`config.mk`:
```
export PLATFORM = sky130hd
export DESIGN_NAME = dmem_ctrl
export DESIGN_NICKNAME = d
export VERILOG_FILES = /design/src/rtl/dmem_pkg.sv /design/src/rtl/dmem_lane_align.sv /design/src/rtl/dmem_ctrl.sv
export SDC_FILE = /design/constraint.sdc
export NUM_CORES = 1
export LEC_CHECK = 0
export CAP_MARGIN = 20
export CORE_UTILIZATION = 47
export DETAILED_ROUTE_END_ITERATION = 8
export HOLD_SLACK_MARGIN = 0.12
export MAX_ROUTING_LAYER = met4
export PLACE_DENSITY_LB_ADDON = 0.08
export SYNTH_ARGS = -nofsm -noshare
export SYNTH_HDL_FRONTEND = slang
export SYNTH_SLANG_ARGS = --single-unit
```
`constraint.sdc`:
```
create_clock -name clk -period 5.8 [get_ports clk]
set_input_delay 1.16 -clock clk [delete_from_list [all_inputs] [get_ports clk]]
set_output_delay 1.16 -clock clk [all_outputs]
set_load 0.05 [all_outputs]
```
`src/rtl/dmem_pkg.sv`:
```
// Shared constants and types for the data-memory access controller.
package dmem_pkg;

  localparam int unsigned ADDR_W_DEF = 10;

  // req_ctrl encodings
  localparam logic [2:0] CTRL_B  = 3'b000;
  localparam logic [2:0] CTRL_H  = 3'b001;
  localparam logic [2:0] CTRL_W  = 3'b010;
  localparam logic [2:0] CTRL_BU = 3'b100;
  localparam logic [2:0] CTRL_HU = 3'b101;

  // Access size field (req_ctrl[1:0])
  localparam logic [1:0] SZ_BYTE = 2'b00;
  localparam logic [1:0] SZ_HALF = 2'b01;
  localparam logic [1:0] SZ_WORD = 2'b10;

  typedef enum logic [1:0] {
    IDLE    = 2'd0,
    RD_WAIT = 2'd1,
    RESP    = 2'd2
  } state_t;

  function automatic logic ctrl_legal(input logic [2:0] c);
    return (c == CTRL_B) || (c == CTRL_H) || (c == CTRL_W) ||
           (c == CTRL_BU) || (c == CTRL_HU);
  endfunction

endpackage

```
`src/rtl/dmem_lane_align.sv`:
```
// Combinational byte/half lane handling: load extract+extend and store merge.
module dmem_lane_align
  import dmem_pkg::*;
(
  input  logic [31:0] word_i,
  input  logic [1:0]  lane_i,
  input  logic [2:0]  ctrl_i,
  input  logic [15:0] wdata_i,
  output logic [31:0] load_o,
  output logic [31:0] merge_o
);

  logic [4:0] byte_sh;
  logic [4:0] half_sh;
  logic [7:0]  byte_v;
  logic [15:0] half_v;

  // Select the addressed lane, extend it for loads and splice it for stores
  always_comb begin
    byte_sh = {lane_i, 3'b000};
    half_sh = {lane_i[1], 4'b0000};
    byte_v  = 8'(word_i >> byte_sh);
    half_v  = 16'(word_i >> half_sh);
    load_o  = word_i;
    merge_o = word_i;
    case (ctrl_i[1:0])
      SZ_BYTE: begin
        load_o  = ctrl_i[2] ? {24'b0, byte_v} : {{24{byte_v[7]}}, byte_v};
        merge_o = (word_i & ~(32'h0000_00FF << byte_sh)) |
                  ({24'b0, wdata_i[7:0]} << byte_sh);
      end
      SZ_HALF: begin
        load_o  = ctrl_i[2] ? {16'b0, half_v} : {{16{half_v[15]}}, half_v};
        merge_o = (word_i & ~(32'h0000_FFFF << half_sh)) |
                  ({16'b0, wdata_i} << half_sh);
      end
      default: begin
        load_o  = word_i;
        merge_o = word_i;
      end
    endcase
  end

endmodule

```
`src/rtl/dmem_ctrl.sv`:
```
// Data-memory access controller: byte/half/word loads and stores over a
// word-wide synchronous memory, sub-word stores done as read-modify-write.
module dmem_ctrl
  import dmem_pkg::*;
#(
  parameter int unsigned ADDR_W = ADDR_W_DEF
) (
  input  logic              clk,
  input  logic              rst,
  input  logic              req_valid,
  output logic              req_ready,
  input  logic [31:0]       req_addr,
  input  logic [31:0]       req_wdata,
  input  logic              req_we,
  input  logic [2:0]        req_ctrl,
  output logic              resp_valid,
  input  logic              resp_ready,
  output logic [31:0]       resp_rdata,
  output logic              resp_err,
  output logic              mem_en,
  output logic              mem_we,
  output logic [ADDR_W-1:0] mem_addr,
  output logic [31:0]       mem_wdata,
  input  logic [31:0]       mem_rdata
);

  localparam int unsigned AB = ADDR_W + 2;

  state_t        state_q, state_d;
  logic [AB-1:0] addr_q, addr_d;
  logic [15:0]   wdata_q, wdata_d;
  logic          we_q, we_d;
  logic [2:0]    ctrl_q, ctrl_d;
  logic          err_q, err_d;
  logic [31:0]   rdata_q, rdata_d;

  logic          req_err;
  logic [31:0]   load_word;
  logic [31:0]   merge_word;

  dmem_lane_align u_lane (
    .word_i  (mem_rdata),
    .lane_i  (addr_q[1:0]),
    .ctrl_i  (ctrl_q),
    .wdata_i (wdata_q),
    .load_o  (load_word),
    .merge_o (merge_word)
  );

  // Legality of the presented request: encoding, alignment, address range
  always_comb begin
    req_err = !ctrl_legal(req_ctrl);
    if ((req_ctrl[1:0] == SZ_HALF) && req_addr[0]) req_err = 1'b1;
    if ((req_ctrl[1:0] == SZ_WORD) && (req_addr[1:0] != 2'b00)) req_err = 1'b1;
    if ((req_addr >> AB) != 32'd0) req_err = 1'b1;
  end

  // Next state, captured request fields and memory command
  always_comb begin
    state_d    = state_q;
    addr_d     = addr_q;
    wdata_d    = wdata_q;
    we_d       = we_q;
    ctrl_d     = ctrl_q;
    err_d      = err_q;
    rdata_d    = rdata_q;
    req_ready  = 1'b0;
    resp_valid = 1'b0;
    mem_en     = 1'b0;
    mem_we     = 1'b0;
    mem_addr   = '0;
    mem_wdata  = '0;
    case (state_q)
      IDLE: begin
        req_ready = 1'b1;
        // rst gating keeps the memory quiet if req_valid is high during reset
        if (req_valid && !rst) begin
          addr_d  = req_addr[AB-1:0];
          wdata_d = req_wdata[15:0];
          we_d    = req_we;
          ctrl_d  = req_ctrl;
          err_d   = req_err;
          rdata_d = '0;
          if (req_err) begin
            state_d = RESP;
          end else if (req_we && (req_ctrl == CTRL_W)) begin
            mem_en    = 1'b1;
            mem_we    = 1'b1;
            mem_addr  = req_addr[AB-1:2];
            mem_wdata = req_wdata;
            state_d   = RESP;
          end else begin
            mem_en   = 1'b1;
            mem_addr = req_addr[AB-1:2];
            state_d  = RD_WAIT;
          end
        end
      end
      RD_WAIT: begin
        if (we_q) begin
          mem_en    = 1'b1;
          mem_we    = 1'b1;
          mem_addr  = addr_q[AB-1:2];
          mem_wdata = merge_word;
        end else begin
          rdata_d = load_word;
        end
        state_d = RESP;
      end
      RESP: begin
        resp_valid = 1'b1;
        if (resp_ready) state_d = IDLE;
      end
      default: state_d = IDLE;
    endcase
  end

  // State and request/response registers
  always_ff @(posedge clk or posedge rst) begin
    if (rst) begin
      state_q <= IDLE;
      addr_q  <= '0;
      wdata_q <= '0;
      we_q    <= 1'b0;
      ctrl_q  <= '0;
      err_q   <= 1'b0;
      rdata_q <= '0;
    end else begin
      state_q <= state_d;
      addr_q  <= addr_d;
      wdata_q <= wdata_d;
      we_q    <= we_d;
      ctrl_q  <= ctrl_d;
      err_q   <= err_d;
      rdata_q <= rdata_d;
    end
  end

  assign resp_rdata = rdata_q;
  assign resp_err   = err_q;

endmodule

```
==> results.sh <==
export IMPL_status="finished with violations"
export IMPL_violations="DRC"
export IMPL_clk_path_buf_depth=2
export IMPL_p_leak_nw=2.87
export IMPL_rrSetupSlack_ns=3.42
export IMPL_synth_top_area_frac=0.388
export IMPL_min_path_type="flop to flop"
export IMPL_finalHoldViolations=0
export IMPL_rsz0062_at_grt="false"
export IMPL_maxCapViolations=0
export IMPL_dp_cells=763
export IMPL_period_needed_ns=5.04
export IMPL_dpl_instance_area_um2=6160
export IMPL_fin_crit_sh=0.869
export IMPL_worstSetupPathType="input pin to output pin"
export IMPL_numClockSinks=67
export IMPL_antenna_found_initial=0
export IMPL_diodes=0
export IMPL_core_um2=8810
export IMPL_path_max_fanout=14
export IMPL_grt_pass1_vias=4536
export IMPL_max_freq_mhz=198
export IMPL_crit_arrival_ns=3.88
export IMPL_drt_iter0_markers=381
export IMPL_clk_insertion_delay_late_ns=0.35
export IMPL_cts_tree="done"
export IMPL_setup_tns_ns=0
export IMPL_ctsResizeCount=0
export IMPL_dieArea_um2=9580
export IMPL_track_usage=0.333
export IMPL_fill_cells=675
export IMPL_fin_nets=771
export IMPL_reg2reg_depth=4
export IMPL_start_kind="input pin"
export IMPL_r2r_start="addr_q[1]"
export IMPL_worstHoldPathCells=2
export IMPL_drive_gt1_frac=0.0997
export IMPL_holdPathEnd="addr_q[2]"
export IMPL_finalSetupViolCount=0
export IMPL_yosys_area_top_type="dfrtp_1"
export IMPL_cts_inserted_buffers=9
export IMPL_start_util=0.491
export IMPL_route_detailed_wl_per_inst_um=19.7
export IMPL_path_clk_slew_ns=0.07
export IMPL_post_cts_buffers=0
export IMPL_skew_ns=0.0144
export IMPL_dp_hpwl_um=11400
export IMPL_yosys_warnings=0
export IMPL_num_vias=4707
export IMPL_end_kind="output pin"
export IMPL_finalPower_mw=2.15
export IMPL_vias_per_cell=6.03
export IMPL_fin_area_um2=6440
export IMPL_rows=34
export IMPL_wl_um=15300
export IMPL_finalNonFillerCells=780
export IMPL_portBuffers=182
export IMPL_drc=16
export IMPL_ioPinCount=183
export IMPL_worstReg2RegEnd="resp_rdata[8]"
export IMPL_cts_root_buf="clkbuf_8"
export IMPL_syn_area_per_cell_um2=8.59
export IMPL_critPathRequiredTime_ns=4.64
export IMPL_syn2layout_area_growth_pct=49.0
export IMPL_ir_drop_v=0.000171
export IMPL_grt_start_max_net_pins=41
export IMPL_die_h_um=97.9
export IMPL_place_congestion=0.916
export IMPL_seq_area_frac_synth=0.388
export IMPL_relSlewSlack=0.365
export IMPL_fp_dieW_um=97.9
export IMPL_ys_ff_latch=67
export IMPL_antenna_left=0
export IMPL_synthTopCellsByArea="dfrtp_1, nand2_1, mux2i_1"
export IMPL_synth_cell_types=45
export IMPL_grt_ovfl_total=0
export IMPL_netlist_area_um2=4320
export IMPL_slew_violations=0
export IMPL_first_pass_iters=7
export IMPL_tightest_slew_ns=0.950
export IMPL_cts_max_level=3
export IMPL_grt_pass1_wl_um=24200
export IMPL_hold_buffers=0
export IMPL_syn_inst=503
export IMPL_hp_start="addr_q[2]"
export IMPL_synth_fp_nets=607
export IMPL_pwr_density_cell_nw_per_um2=333
==> cell type report <==
class,count,area (µm²),share of cell area
inverter,12,45.0,0.00699
clock buffer,10,138,0.0214
clock inverter,6,113,0.0175
timing repair buffer,193,1890,0.294
tap,108,135,0.0210
multi-input combinational,384,2440,0.379
sequential,67,1680,0.260
==> cell usage after synthesis, drive strengths merged <==
| master | n |
|---|---|
| or2 | 2 |
| a21o | 1 |
| o31ai | 1 |
| a22oi | 16 |
| o22ai | 24 |
| nand3b | 2 |
| a22o | 8 |
| o211ai | 8 |
| mux2 | 8 |
| nor2 | 15 |
| o2bb2ai | 8 |
| nor4b | 1 |
| nor3 | 2 |
| and2 | 1 |
| mux2i | 49 |
| mux4 | 1 |
| nand2 | 143 |
| nor4bb | 1 |
| nand4bb | 1 |
| inv | 12 |
| or4 | 3 |
| dfrtp | 67 |
| and3b | 1 |
| o2111ai | 8 |
| a211oi | 1 |
| o21ai | 29 |
| a31oi | 1 |
| nand4 | 1 |
| nor4 | 4 |
| nor2b | 5 |
| a21oi | 11 |
| nor3b | 3 |
| o21a | 2 |
| nand3 | 2 |
| buf | 15 |
| clkbuf | 25 |
| a32o | 18 |
| nand2b | 3 |
==> kinds of logic after synthesis <==
group / count (synthesis) / share of synthesized area
AO/OA/AOI/OAI: 136 / 0.226
buffers and inverters: 52 / 0.0492
AND/OR/NAND/NOR: 190 / 0.198
multiplexers: 58 / 0.140
flip-flops: 67 / 0.388
==> registers in the layout (all words and copies together), names as in the netlist <==
name	count
we_q	1
state_q	2
resp_rdata	32
addr_q	12
resp_err	1
ctrl_q	3
wdata_q	16
==> placed cells by master, fill, tap and decap left out, types with 3 or more instances in the layout <==
master / Yosys / final
a21oi_1: 11 / 11
a22o_2: 8 / 8
a22oi_1: 16 / 16
a32o_1: 18 / 18
buf_4: 0 / 23
bufinv_16: 0 / 3
clkbuf_8: 0 / 10
clkdlybuf4s50_1: 0 / 169
dfrtp_1: 67 / 67
inv_1: 12 / 11
mux2_2: 8 / 8
mux2i_1: 49 / 49
nand2_1: 143 / 143
nand2b_1: 3 / 3
nor2_1: 15 / 14
nor2b_1: 5 / 5
nor4_1: 3 / 3
o2111ai_1: 8 / 8
o211ai_1: 8 / 8
o21ai_0: 29 / 29
o22ai_1: 24 / 24
o2bb2ai_1: 8 / 8
==> worst max path at each step <==
stage                            start            end  depth (start not counted)
after global routing       req_ctrl[1]  mem_wdata[19]                          7
after detailed placement        req_we  mem_wdata[21]                          7
after floorplan           req_addr[21]  mem_wdata[14]                          5
after global placement    req_addr[25]    mem_addr[4]                          6
after CTS                 req_addr[25]    mem_addr[1]                          6
final                     req_addr[25]    mem_addr[1]                          6
==> metal layers <==
metal,up-vias,share of wire,track usage
li1,2158,-,-
met1,2272,0.40,0.414
met2,245,0.49,0.547
met3,32,0.085,0.0623
met4,0,0.026,0.112
met5,-,0,-
==> worst max-delay path: stages <==
cell and delay [ns]:
clkdlybuf4s50_1 0.43, or4_4 0.52, or2_4 0.29, nor3_4 0.42, a32o_1 0.25, clkdlybuf4s50_1 0.81
==> power breakdown <==
part	internal (mW)	total (mW)	switching, mW	leakage (nW)
logic	0.386	0.875	0.489	1.86
clock network	0.298	0.494	0.196	0.126
registers	0.576	0.776	0.200	0.879
==> stage by stage <==
| step | util | worst slack [ns] | hold WS, ns |
|---|---|---|---|
| floorplan | - | 1.32 | 0.446 |
| global placement | 0.700 | 0.768 | 0.462 |
| detailed placement | 0.700 | 0.736 | 0.468 |
| CTS | 0.728 | 0.745 | 0.487 |
| global route | 0.731 | 0.618 | 0.513 |
| finish | 0.731 | 0.762 | 0.483 |
Note: power is estimated with default switching activity, not from simulation.
